===== config.mk =====
export PLATFORM = sky130hd
export DESIGN_NAME = seg7_display_ctrl_flat
export DESIGN_NICKNAME = d
export VERILOG_FILES = /design/src/rtl/seg7_pkg.sv /design/src/rtl/seg7_display_ctrl_if.sv /design/src/rtl/bin2bcd_seq.sv /design/src/rtl/seg7_display_ctrl.sv /design/src/flat_wrapper.sv
export SDC_FILE = /design/constraint.sdc
export NUM_CORES = 1
export LEC_CHECK = 0
export ABC_AREA = 1
export CAP_MARGIN = 10
export CORE_ASPECT_RATIO = 1.4
export CORE_MARGIN = 5
export CORE_UTILIZATION = 60
export DETAILED_ROUTE_END_ITERATION = 7
export GPL_ROUTABILITY_DRIVEN = 0
export HOLD_SLACK_MARGIN = 0.05
export PLACE_DENSITY = 0.83
export SLEW_MARGIN = 10
export SYNTH_ARGS = -nofsm -noshare
export SYNTH_HDL_FRONTEND = slang
export SYNTH_SLANG_ARGS = --single-unit
export TNS_END_PERCENT = 5

===== constraint.sdc =====
create_clock -name clk -period 11.8 [get_ports clk]
set_input_delay 2.36 -clock clk [delete_from_list [all_inputs] [get_ports clk]]
set_output_delay 2.36 -clock clk [all_outputs]
set_load 0.02 [all_outputs]

===== src/rtl/seg7_pkg.sv =====
// Shared types and glyph helpers for the multi-digit 7-segment controller.
// Glyphs are kept in active-low {dp,g,f,e,d,c,b,a} form throughout.
package seg7_pkg;

  typedef enum logic [1:0] {
    IDLE,
    CONV,
    LOAD
  } state_t;

  localparam logic [7:0] SEG_BLANK = 8'hFF;
  localparam logic [7:0] SEG_DASH  = 8'hBF;

  function automatic logic [7:0] hex_font(input logic [3:0] value);
    logic [7:0] glyph;
    case (value)
      4'h0:    glyph = 8'hC0;
      4'h1:    glyph = 8'hF9;
      4'h2:    glyph = 8'hA4;
      4'h3:    glyph = 8'hB0;
      4'h4:    glyph = 8'h99;
      4'h5:    glyph = 8'h92;
      4'h6:    glyph = 8'h82;
      4'h7:    glyph = 8'hF8;
      4'h8:    glyph = 8'h80;
      4'h9:    glyph = 8'h90;
      4'hA:    glyph = 8'h88;
      4'hB:    glyph = 8'h83;
      4'hC:    glyph = 8'hC6;
      4'hD:    glyph = 8'hA1;
      4'hE:    glyph = 8'h86;
      default: glyph = 8'h8E;
    endcase
    return glyph;
  endfunction

endpackage


===== src/rtl/seg7_display_ctrl_if.sv =====
// Value handshake between the producer (Nios PIO or fabric) and the display controller.
interface seg7_display_ctrl_if #(
  parameter int DATA_W = 24
);
  logic              in_valid;
  logic              in_ready;
  logic [DATA_W-1:0] in_data;
  logic              in_mode;

  modport master (
    output in_valid,
    output in_data,
    output in_mode,
    input  in_ready
  );

  modport slave (
    input  in_valid,
    input  in_data,
    input  in_mode,
    output in_ready
  );
endinterface


===== src/rtl/bin2bcd_seq.sv =====
// Iterative double-dabble: one shift per cycle for DATA_W cycles, with a sticky
// flag for any set bit pushed out of the top BCD column.
module bin2bcd_seq
  import seg7_pkg::*;
#(
  parameter int DATA_W     = 24,
  parameter int NUM_DIGITS = 6
) (
  input  logic                    clk,
  input  logic                    reset,
  input  logic                    start,
  input  logic [DATA_W-1:0]       bin,
  output logic                    done,
  output logic [4*NUM_DIGITS-1:0] bcd,
  output logic                    ovf
);

  localparam int BCD_W = 4 * NUM_DIGITS;
  localparam int CNT_W = $clog2(DATA_W) + 1;

  logic [DATA_W-1:0] shift_q;
  logic [BCD_W-1:0]  bcd_q;
  logic [BCD_W-1:0]  bcd_adj;
  logic [CNT_W-1:0]  cnt_q;
  logic              ovf_q;
  logic              run_q;

  always_comb begin
    bcd_adj = bcd_q;
    for (int i = 0; i < NUM_DIGITS; i++) begin
      if (bcd_q[4*i +: 4] >= 4'd5) begin
        bcd_adj[4*i +: 4] = bcd_q[4*i +: 4] + 4'd3;
      end
    end
  end

  // done marks the cycle whose clock edge performs the final shift
  assign done = run_q && (cnt_q == CNT_W'(DATA_W - 1));
  assign bcd  = bcd_q;
  assign ovf  = ovf_q;

  always_ff @(posedge clk or posedge reset) begin
    if (reset) begin
      shift_q <= '0;
      bcd_q   <= '0;
      cnt_q   <= '0;
      ovf_q   <= 1'b0;
      run_q   <= 1'b0;
    end else if (start) begin
      shift_q <= bin;
      bcd_q   <= '0;
      cnt_q   <= '0;
      ovf_q   <= 1'b0;
      run_q   <= 1'b1;
    end else if (run_q) begin
      bcd_q   <= {bcd_adj[BCD_W-2:0], shift_q[DATA_W-1]};
      shift_q <= shift_q << 1;
      ovf_q   <= ovf_q | bcd_adj[BCD_W-1];
      cnt_q   <= cnt_q + 1'b1;
      if (done) begin
        run_q <= 1'b0;
      end
    end
  end

endmodule


===== src/rtl/seg7_display_ctrl.sv =====
// Multi-digit 7-segment controller: hex or decimal rendering with leading-zero
// blanking, per-digit DP and blink, and overflow dashes.
module seg7_display_ctrl
  import seg7_pkg::*;
#(
  parameter int NUM_DIGITS = 6,
  parameter int DATA_W     = 24,
  parameter int BLINK_DIV  = 25000000,
  parameter int ACTIVE_LOW = 1
) (
  input  logic                    clk,
  input  logic                    reset,
  seg7_display_ctrl_if.slave      in_if,
  input  logic                    blank_lz,
  input  logic [NUM_DIGITS-1:0]   dp_mask,
  input  logic [NUM_DIGITS-1:0]   blink_mask,
  output logic                    busy,
  output logic                    overflow,
  output logic [8*NUM_DIGITS-1:0] seg
);

  localparam int HEX_W = 4 * NUM_DIGITS;
  localparam int PAD_W = (DATA_W > HEX_W) ? DATA_W : HEX_W;
  localparam int PRE_W = $clog2(BLINK_DIV);
  localparam logic [7:0] UNLIT = (ACTIVE_LOW != 0) ? SEG_BLANK : ~SEG_BLANK;

  state_t                  state;
  logic                    in_ready_q;
  logic                    busy_q;
  logic [DATA_W-1:0]       data_q;
  logic                    mode_q;
  logic [HEX_W-1:0]        digits_q;
  logic                    ovf_q;
  logic                    shown_q;
  logic [PRE_W-1:0]        pre_q;
  logic                    blink_phase_q;
  logic [8*NUM_DIGITS-1:0] seg_q;
  logic [8*NUM_DIGITS-1:0] seg_next;
  logic [NUM_DIGITS-1:0]   lz_blank;

  logic             accept;
  logic             conv_done;
  logic [HEX_W-1:0] conv_bcd;
  logic             conv_ovf;
  logic [PAD_W-1:0] data_pad;
  logic [HEX_W-1:0] hex_digits;
  logic             hex_ovf;

  assign accept         = in_if.in_valid && in_ready_q;
  assign in_if.in_ready = in_ready_q;
  assign busy           = busy_q;
  assign overflow       = ovf_q;
  assign seg            = seg_q;

  // Zero-extend so bits beyond the display width can be tested for overflow
  assign data_pad   = PAD_W'(data_q);
  assign hex_digits = data_pad[HEX_W-1:0];
  assign hex_ovf    = |(data_pad >> HEX_W);

  bin2bcd_seq #(
    .DATA_W     (DATA_W),
    .NUM_DIGITS (NUM_DIGITS)
  ) u_bin2bcd (
    .clk   (clk),
    .reset (reset),
    .start (accept && in_if.in_mode),
    .bin   (in_if.in_data),
    .done  (conv_done),
    .bcd   (conv_bcd),
    .ovf   (conv_ovf)
  );

  always_ff @(posedge clk or posedge reset) begin
    if (reset) begin
      state      <= IDLE;
      in_ready_q <= 1'b1;
      busy_q     <= 1'b0;
      data_q     <= '0;
      mode_q     <= 1'b0;
      digits_q   <= '0;
      ovf_q      <= 1'b0;
      shown_q    <= 1'b0;
    end else begin
      case (state)
        IDLE: begin
          if (accept) begin
            data_q     <= in_if.in_data;
            mode_q     <= in_if.in_mode;
            in_ready_q <= 1'b0;
            busy_q     <= 1'b1;
            state      <= in_if.in_mode ? CONV : LOAD;
          end
        end
        CONV: begin
          if (conv_done) begin
            state <= LOAD;
          end
        end
        LOAD: begin
          digits_q   <= mode_q ? conv_bcd : hex_digits;
          ovf_q      <= mode_q ? conv_ovf : hex_ovf;
          shown_q    <= 1'b1;
          in_ready_q <= 1'b1;
          busy_q     <= 1'b0;
          state      <= IDLE;
        end
        default: begin
          state <= IDLE;
        end
      endcase
    end
  end

  always_ff @(posedge clk or posedge reset) begin
    if (reset) begin
      pre_q         <= '0;
      blink_phase_q <= 1'b0;
    end else if (pre_q == PRE_W'(BLINK_DIV - 1)) begin
      pre_q         <= '0;
      blink_phase_q <= ~blink_phase_q;
    end else begin
      pre_q <= pre_q + 1'b1;
    end
  end

  // A digit is leading-zero blank when it and everything above it is zero; digit 0 never is
  always_comb begin
    logic any_nz;
    any_nz   = 1'b0;
    lz_blank = '0;
    for (int i = NUM_DIGITS - 1; i >= 0; i--) begin
      any_nz      = any_nz | (digits_q[4*i +: 4] != 4'd0);
      lz_blank[i] = blank_lz && !any_nz && (i != 0);
    end
  end

  always_comb begin
    logic [7:0] glyph;
    glyph    = SEG_BLANK;
    seg_next = '0;
    for (int i = 0; i < NUM_DIGITS; i++) begin
      if (!shown_q) begin
        glyph = SEG_BLANK;
      end else begin
        if (ovf_q) begin
          glyph = SEG_DASH;
        end else if (lz_blank[i]) begin
          glyph = SEG_BLANK;
        end else begin
          glyph = hex_font(digits_q[4*i +: 4]);
        end
        if (dp_mask[i]) begin
          glyph[7] = 1'b0;
        end
        if (blink_phase_q && blink_mask[i]) begin
          glyph = SEG_BLANK;
        end
      end
      seg_next[8*i +: 8] = (ACTIVE_LOW != 0) ? glyph : ~glyph;
    end
  end

  always_ff @(posedge clk or posedge reset) begin
    if (reset) begin
      seg_q <= {NUM_DIGITS{UNLIT}};
    end else begin
      seg_q <= seg_next;
    end
  end

endmodule


===== src/flat_wrapper.sv =====
// flat-port wrapper written by rule: the top's interface ports become plain ports
module seg7_display_ctrl_flat import seg7_pkg::*;
#(
  parameter int NUM_DIGITS = 6,
  parameter int DATA_W     = 24,
  parameter int BLINK_DIV  = 25000000,
  parameter int ACTIVE_LOW = 1
)
  (clk, reset, blank_lz, dp_mask, blink_mask, busy, overflow, seg, in_if_in_valid, in_if_in_data, in_if_in_mode, in_if_in_ready);
  seg7_display_ctrl_if #(.DATA_W(DATA_W)) in_if_i ();
  input  logic clk;
  input  logic reset;
  input  logic blank_lz;
  input  logic [NUM_DIGITS-1:0] dp_mask;
  input  logic [NUM_DIGITS-1:0] blink_mask;
  output logic busy;
  output logic overflow;
  output logic [8*NUM_DIGITS-1:0] seg;
  input wire logic [$bits(in_if_i.in_valid)-1:0] in_if_in_valid;
  input wire logic [$bits(in_if_i.in_data)-1:0] in_if_in_data;
  input wire logic [$bits(in_if_i.in_mode)-1:0] in_if_in_mode;
  output wire logic [$bits(in_if_i.in_ready)-1:0] in_if_in_ready;
  assign in_if_i.in_valid = in_if_in_valid;
  assign in_if_i.in_data = in_if_in_data;
  assign in_if_i.in_mode = in_if_in_mode;
  assign in_if_in_ready = in_if_i.in_ready;
  seg7_display_ctrl #(.NUM_DIGITS(NUM_DIGITS), .DATA_W(DATA_W), .BLINK_DIV(BLINK_DIV), .ACTIVE_LOW(ACTIVE_LOW)) u_core (.clk(clk), .reset(reset), .in_if(in_if_i), .blank_lz(blank_lz), .dp_mask(dp_mask), .blink_mask(blink_mask), .busy(busy), .overflow(overflow), .seg(seg));
endmodule

After elaboration in Yosys (flattened, before gate mapping)
Memory sizes are Yosys's and may differ from the RTL's.
Cells that the tools add are included.
W data, S select, Z words.
- bits in registers: 185
- memory bits (read-only): 672
- input bits: 41
- output and inout bits: 51
- word-level logic and storage cells: 135
- memories: 6
- add/subtract/negate cells: 8
- order comparisons: 6
- eq/ne operators: 6
- mux-type cells: 57
- bitwise operators: 6
- reduce and logical (&&, ||, !) cells: 30
- memories (memory ; words ; bits a word ; rd ports ; clocked after Yosys merged registers in ; wr ports ; RTL line ; RTL):
    (name not given) ; 16 ; 7 ; 1 ; 0 ; 0 ; seg7_pkg.sv:16 ; case (value)
    (name not given) ; 16 ; 7 ; 1 ; 0 ; 0 ; seg7_pkg.sv:16 ;
    (name not given) ; 16 ; 7 ; 1 ; 0 ; 0 ; seg7_pkg.sv:16 ;
    (name not given) ; 16 ; 7 ; 1 ; 0 ; 0 ; seg7_pkg.sv:16 ;
    (name not given) ; 16 ; 7 ; 1 ; 0 ; 0 ; seg7_pkg.sv:16 ;
    (name not given) ; 16 ; 7 ; 1 ; 0 ; 0 ; seg7_pkg.sv:16 ;
- operators with widths (operator ; count):
    $mux W8 ; 23
    $mux W24 ; 5
    $add A25 B1 Y25 const B ; 1
    $eq A25 B25 Y1 const B ; 1
    $mux W25 ; 1
    $add A4 B2 Y4 const B ; 6
    $ge A4 B3 Y1 const B ; 6
    $mux W4 ; 6
    $reduce_bool A4 Y1 ; 5
    $logic_and A1 B1 Y1 ; 14
    $mux W1 ; 14
    $mux W6 ; 2
    $add A6 B1 Y6 const B ; 1
    $eq A6 B5 Y1 const B ; 1
    $mux W2 ; 3
    $reduce_and A2 Y1 ; 3
    $logic_not A1 Y1 ; 5
    $or A1 B1 Y1 ; 5
    $ne A2 B1 Y1 const B ; 2
    $pmux W1 S2 ; 2
    $pmux W2 S2 ; 1
    $reduce_bool A2 Y1 ; 2
    $eq A2 B1 Y1 const B ; 1
    $eq A2 B2 Y1 const B ; 1
    2 further kinds ; 2

Logic depth before layout (Yosys ltp)
Gate-level depths: netlist of run 1.
- depth in word-level cells: 12
- mapped depth: 9
- mapped depth without buffers: 9

Cells and area by module
Synthesis of run 1 repeated with hierarchy kept, for this count alone.
- cells, all modules: 1182
- area, all modules: 9808.2 sq um
- by module, submodules not included (module ; times used ; cells an instance ; area each (sq um) ; seq. area each (sq um)):
    seg7_display_ctrl ; 1 ; 824 ; 6809.0 ; 3289.4
    bin2bcd_seq ; 1 ; 358 ; 2999.1 ; 1401.3

Worst setup path after synthesis of run 1
OpenSTA, ideal clock, no wires.
- path kind: input to register
- from: input in_if_in_valid
- to: register u_core.u_bin2bcd.shift_q[12]
- library setup time: 0.130 ns
- arrival time: 3.106 ns
- data required time: 11.670 ns
- slack: 8.564 ns
- stages: 7
- path buffers: 2
- cells stage by stage: nand2_1 > inv_1 > nand2_2 > nand2_1 > buf_2 > buf_4 > o211ai_1
- longest elaborated chain between the ends: 3
- elaborated cells on any way between the ends: 4
- those cells by class: mux (1); reduce/logical (3)
- RTL lines (item ; RTL line ; RTL):
    start, declared ; flat_wrapper.sv:19 ; input wire logic [$bits(in_if_i.in_valid)-1:0] in_if_in_valid;
    $logic_and A1 B1 Y1 (*) ; seg7_display_ctrl.sv:49 ; assign accept = in_if.in_valid && in_ready_q;
    $logic_and A1 B1 Y1 (*) ; seg7_display_ctrl.sv:66 ; .start (accept && in_if.in_mode),
    $mux W24 or $reduce_bool A2 Y1 (tied branches) ; n/a ;
    end signal, assigned ; bin2bcd_seq.sv:50 ; shift_q <= bin;
    end signal, assigned ; bin2bcd_seq.sv:57 ; shift_q <= shift_q << 1;
    end, declared ; bin2bcd_seq.sv:21 ; logic [DATA_W-1:0] shift_q;
Mark *: on every way between the ends. The rest lies on a longest branch, timed or not.
A chain may end at the register's enable or synchronous reset.

Final worst setup path of run 1
- from: input in_if_in_valid
- to: register u_core.u_bin2bcd.bcd_q[3], in the netlist u_core.u_bin2bcd.bcd[3]
- longest elaborated chain between the ends: 3
- elaborated cells on any way between the ends: 4
- those cells by class: mux (1); reduce/logical (3)
- RTL lines (item ; RTL line ; RTL):
    $logic_and A1 B1 Y1 (*) ; seg7_display_ctrl.sv:49 ;
    $logic_and A1 B1 Y1 (*) ; seg7_display_ctrl.sv:66 ;
    $mux W24 or $reduce_bool A2 Y1 (tied branches) ; n/a ;
    end signal, assigned ; bin2bcd_seq.sv:56 ; bcd_q <= {bcd_adj[BCD_W-2:0], shift_q[DATA_W-1]};
    end, declared ; bin2bcd_seq.sv:22 ; logic [BCD_W-1:0] bcd_q;
Marks and branches as above.

==> results of run 1 <==
[flip-flops by register name, summed over array words and instances (netlist names), 2 cells and up]
| name | count |
|---|---|
| u_core.state | 2 |
| u_core.u_bin2bcd.bcd | 24 |
| u_core.u_bin2bcd.cnt_q | 6 |
| u_core.data_pad | 24 |
| u_core.pre_q | 25 |
| u_core.seg | 48 |
| u_core.digits_q | 24 |
| u_core.u_bin2bcd.shift_q | 24 |
[worst paths after layout]
path	to	slack [ps]
max	u_core.u_bin2bcd.bcd[3]	7550
max reg2reg	u_core.u_bin2bcd.bcd[3]	9380
min in group asynchronous	u_core.pre_q[11]	2480
min reg2reg	u_core.in_if.in_ready	480
min	u_core.in_if.in_ready	480
max in group asynchronous	u_core.u_bin2bcd.shift_q[7]	7790
[through the flow]
step	setup slack, ps	std cells	total power [mW]	hold slack (ps)	instance area, um^2
floorplan	4490	1157	1.97	444	9550
global placement	7200	1412	2.31	459	10600
detailed placement	7190	1412	2.37	463	10600
CTS	7600	1444	3.01	481	11200
global route	7350	1444	3.22	510	11200
finish	7550	1444	3.01	478	11200
[cells in the final DEF, fill, tap and decap left out, types with 15 or more instances in the layout]
cell,instances
dfrtp_1,136
clkdlybuf4s50_1,91
inv_1,125
ha_1,47
clkbuf_16,17
o211ai_1,15
nor2_2,15
nand3_1,53
nand2_1,320
nor2_1,114
a21oi_1,33
o22ai_1,34
o21ai_0,89
dfstp_2,49
[per-layer routing]
metal,vias up,track usage,part of all wire
met2,247,0.411,0.50
met3,58,0.0456,0.058
li1,3924,-,-
met4,0,0.0829,0.025
met1,3900,0.314,0.41
met5,-,0,0
[worst register-to-register path: stages, from the launching register on]
cell and delay [ps]:
dfstp_2 550, nand2_1 70, inv_1 80, nand2_2 110, nand2_1 660, inv_2 450
nand3b_1 250, o21ai_0 120
[area by class of cell]
| class | instances | area share |
|---|---|---|
| inverter | 132 | 0.0452 |
| sequential | 185 | 0.419 |
| clock inverter | 13 | 0.0180 |
| clock buffer | 19 | 0.0387 |
| tap | 196 | 0.0219 |
| multi-input combinational | 805 | 0.374 |
| timing repair buffer | 94 | 0.0834 |
[synth_stat cells (2+ instances only)]
cell type and count:
o21ai_0 89, o211ai_1 15, o22ai_1 34, nor2_4 2, nand4_1 8, clkbuf_1 15, a211oi_1 3, ha_1 47
o2111ai_1 3, o21a_1 2, xnor2_1 3, nor2_2 15, dfrtp_1 136, buf_2 18, nand3_1 53, a22oi_1 2
a32oi_1 3, inv_1 126, nand2_2 3, a21oi_1 33, nor2_1 114, dfstp_2 49, inv_2 4, xor2_1 14
nand3b_1 7, nor3_1 8, a31oi_1 4, nand2_1 320, o221ai_1 12
[cell families after synthesis]
family / after synthesis / synth area share
XOR/XNOR: 17 / 0.0156
buffers and inverters: 167 / 0.0706
flip-flops: 185 / 0.491
adder cells (fa/ha/maj): 47 / 0.0616
AO/OA/AOI/OAI: 205 / 0.127
AND/OR/NAND/NOR: 536 / 0.234
[where the power goes]
| group | leakage, nW | switching (mW) | internal, mW |
|---|---|---|---|
| logic | 2.75 | 0.766 | 0.486 |
| clock network | 0.304 | 0.240 | 0.374 |
| registers | 2.23 | 0.197 | 0.942 |
==> impl_metrics.csv, run 1 <==
group,metric,value,unit
yosys,synth_edf_count,0,
yosys,synth_area_per_cell,8.25,um^2
yosys,yosysSeqAreaShare,0.491,
global_route,grt_pass1_wl,37200,um
yosys,synth-async-reset-ratio,1.00,
timing,skew,9.24,ps
floorplanning,die_h,159,um
final_layout,num_antenna_cells,0,
yosys,ys_types,44,
floorplanning,die_area,0.0186,mm^2
floorplanning,start_util,0.612,
critical_path,path_cells,"clkdlybuf4s50_1, nand2_1, inv_1, nand2_2, nand2_1, inv_2, nand3b_1, o21ai_0",
timing,slew_violations,0,
outcome,status,"finished, final reports clean",
yosys,synthCells,1157,
final_layout,fillerInstances,1161,
placement,placement.io_buffers,91,
hold_path,hold_class,"flip-flop to flip-flop",
timing,period_share,0.360,
critical_path,worst-path-stages,8,
critical_path,crit_top_cell,"nand2_1",
power_and_ir_drop,powerDensity,269,mW/mm^2
clock_network,clk_pin_slew_worst_paths,70,ps
yosys,synth_nets,1245,
critical_path,r2r_cells,7,
floorplanning,core_area,0.0156,mm^2
final_layout,final_util,0.717,
route,vias,8129,
critical_path,path_buf_inv,3,
yosys,postSynth.topFlopCell,"dfrtp_1",
timing,fin_tns_setup,0,ps
final_layout,drive_above_1_share,0.0905,
timing,finalCriticalPeriod,4250,ps
critical_path,worstPathRequired,12100,ps
final_layout,seq_area,0.00469,mm^2
yosys,synth_top_area_share,0.356,
timing,finalHoldViolations,0,
global_route,grt_max_degree,104,
critical_path,cpLargestDelayFamily,"simple AND/OR/NAND/NOR gates",
route,via_per_inst,5.63,
global_route,overflow,0,
hold_path,min-delay-start,"u_core.in_if.in_ready",
yosys,synth-seq-cells,185,
timing,relSlewSlack,0.332,
yosys,synth_area_leaders,"dfrtp_1 (36%), dfstp_2 (13%), nand2_1 (13%)",
global_route,antenna_found_initial,0,
critical_path,worstReg2RegStart,"u_core.in_if.in_ready",
route,totalWireLength,22000,um
route,drt_iter0_drc,594,
critical_path,worst_path_largest_cell_delay,660,ps
clock_network,cts.sinks,185,
job,drv_cap,0,
clock_network,cts_tree,"done",
critical_path,end_kind,"flip-flop",
critical_path,critPathMaxFanout,27,
route,dr.pass1.iters,7,
route,wl_per_cell,15.3,um
route,antenna_left,0,
yosys,yosysWarnings,0,
power_and_ir_drop,ir_worst_vdd,0.000151,V
clock_network,cts-root-buf,"clkbuf_16",
timing,setup_viol,0,
floorplanning,io_pins,92,
clock_network,cts_max_level,4,
clock_network,clk_latency,440,ps
clock_network,ctsHoldBuffers,0,
critical_path,critPathLaunch,"in_if_in_valid",
final_layout,multiInputGateArea,0.00418,mm^2
global_route,grt_usage,0.244,
clock_network,clockBufferDepth,2,
yosys,syn_area,0.00955,mm^2
clock_network,postCtsSetupBuffers,0,
power_and_ir_drop,p_leak,5.28,nW
critical_path,cp-start-kind,"primary input",
critical_path,worstPathArrival,4550,ps
hold_path,hold_path_depth,2,
yosys,synth_top_cell_by_area,"dfrtp_1",
floorplanning,die-width,117,um
placement,hpwl,15200,um
critical_path,slowest_stage,"nand2_1",
global_route,grt_pass1_vias,7967,
clock_network,cts_resized,0,
timing,worst_pin_slew,1000,ps
route,drc,0,
critical_path,worstSetupPathType,"primary input to flip-flop",
final_layout,nets,1323,
timing,fmax,235,MHz
floorplanning,fp-row-count,54,
timing,rsz0062_at_grt,"no",
clock_network,cts_buffers,17,
final_layout,syn_to_final_growth,17.2,%
No activity file was read; power rests on OpenSTA's default activity.
==> run 2, diff against run 1 <==
Settings changed: CORE_UTILIZATION 60 to 58, PLACE_DENSITY 0.83 to 0.81.
Clock period 11.8 ns to 4.4 ns, I/O delays scaled along.
==> run 2 against run 1 <==
Against the previous run:
- final area increased by 0.55%
- final cell count increased by 0.48%
- core utilization decreased by 2.1 points
- die area increased by 3.2%
- first-iteration DRC count increased by 11%
- non-clock buffer count increased by 4
- critical endpoint is now u_core.mode_q
- critical path depth decreased by 1
- global-route usage decreased by 1.4 points
==> impl_metrics.csv, run 2 (synthesized netlist as in run 1, its figures left out) <==
group,metric,value,unit
final_layout,drive_above_1_share,0.0942,
clock_network,cts_buffers,17,
clock_network,cts-root-buf,"clkbuf_16",
timing,setup_viol,0,
placement,hpwl,15600,um
final_layout,largest_reg_flops,48,
timing,slew_violations,0,
placement,placement.io_buffers,91,
critical_path,end_kind,"flip-flop",
timing,relSlewSlack,0.350,
power_and_ir_drop,powerDensity,713,mW/mm^2
critical_path,worstSetupPathType,"primary input to flip-flop",
final_layout,fin_area,0.0113,mm^2
clock_network,cts_max_level,4,
route,antenna_left,0,
global_route,grt_pass1_wl,36900,um
timing,fmax,369,MHz
global_route,gr-usage-met2,0.396,
route,totalWireLength,21600,um
route,vias,8031,
floorplanning,die-width,118,um
timing,fin_tns_setup,0,ps
timing,timing.hold.ws,478,ps
final_layout,final_common_cell,"nand2_1",
critical_path,cp-start-kind,"primary input",
global_route,antenna_found_initial,0,
critical_path,worstPathRequired,4730,ps
timing,worst_pin_slew,973,ps
route,drc,0,
global_route,busiest_layer,"met2",
floorplanning,die_area,0.0192,mm^2
route,drt_iter0_drc,661,
critical_path,worstPathArrival,3040,ps
final_layout,num_antenna_cells,0,
floorplanning,die_h,162,um
placement,placed_area,0.0106,mm^2
floorplanning,io_pins,92,
clock_network,clockBufferDepth,2,
global_route,overflow,0,
clock_network,clk_pin_slew_worst_paths,60,ps
clock_network,cts_resized,0,
timing,skew,6.51,ps
floorplanning,core_area,0.0162,mm^2
critical_path,rrSetupSlack,2040,ps
clock_network,ctsHoldBuffers,0,
job,drv_cap,0,
critical_path,critPathMaxFanout,28,
timing,finalCriticalPeriod,2710,ps
hold_path,hold_class,"flip-flop to flip-flop",
floorplanning,start_util,0.590,
final_layout,nets,1327,
final_layout,fillerInstances,1196,
route,dr.pass1.iters,5,
power_and_ir_drop,p_leak,5.30,nW
route,via_per_inst,5.53,
route,wl_per_cell,14.9,um
outcome,status,"finished, final reports clean",
global_route,met1_usage,0.298,
clock_network,postCtsSetupBuffers,0,
timing,period_share,0.616,
global_route,met3_usage,0.0425,
final_layout,syn_to_final_growth,17.9,%
power_and_ir_drop,ir_worst_vdd,0.000409,V
timing,rsz0062_at_grt,"no",
timing,finalHoldViolations,0,
clock_network,cts_tree,"done",
global_route,grt_usage,0.230,
clock_network,clk_latency,420,ps
clock_network,cts.sinks,185,
power_and_ir_drop,p_total,8.03,mW
floorplanning,fp-row-count,55,
global_route,grt_pass1_vias,7786,
global_route,grt_max_degree,50,
final_layout,layout_common_cells,"nand2_1 (320), dfrtp_1 (136), inv_1 (125)",
## run 2: per-layer routing
layer  wire (um)  vias up
met3        1050       33
li1            -     3926
met2       10900      215
met4         407        0
met1        9310     3857
met5           0        -
## run 2: final cells by class
type / count / area [um^2] / share of cell area
clock buffer: 21 / 470 / 0.0418
tap: 199 / 249 / 0.0221
multi-input combinational: 805 / 4180 / 0.372
sequential: 185 / 4690 / 0.417
timing repair buffer: 98 / 988 / 0.0878
clock inverter: 11 / 168 / 0.0149
inverter: 132 / 504 / 0.0448
## run 2: worst paths after layout
path	from	end	cells after the start
max	in_if_in_valid	u_core.mode_q	7
min	u_core.data_pad[2]	u_core.data_pad[2]	2
max reg2reg	u_core.in_if.in_ready	u_core.mode_q	6
min reg2reg	u_core.data_pad[2]	u_core.data_pad[2]	2
max in group asynchronous	reset	u_core.seg[23]	3
min in group asynchronous	reset	u_core.pre_q[4]	2
## run 2: worst max-delay path, stage by stage
cell	delay, ps
clkdlybuf4s50_1	460
nand2_1	70
inv_1	80
nand2_1	490
inv_1	770
nand2_1	160
o21ai_0	120
## run 2: through the flow
stage                     std cells  setup slack, ps  utilization
after floorplan                1157             1180            -
after global placement         1419             1380        0.656
after detailed placement       1419             1310        0.656
after CTS                      1451             1700        0.696
after global routing           1451             1410        0.696
final                          1451             1690        0.696
## run 2: where the power goes
group | internal (mW) | switching (mW) | total (mW) | leakage, nW
clock network | 0.996 | 0.636 | 1.63 | 0.299
registers | 2.52 | 0.517 | 3.04 | 2.23
logic | 1.31 | 2.04 | 3.35 | 2.77
total | 4.83 | 3.20 | 8.03 | 5.30
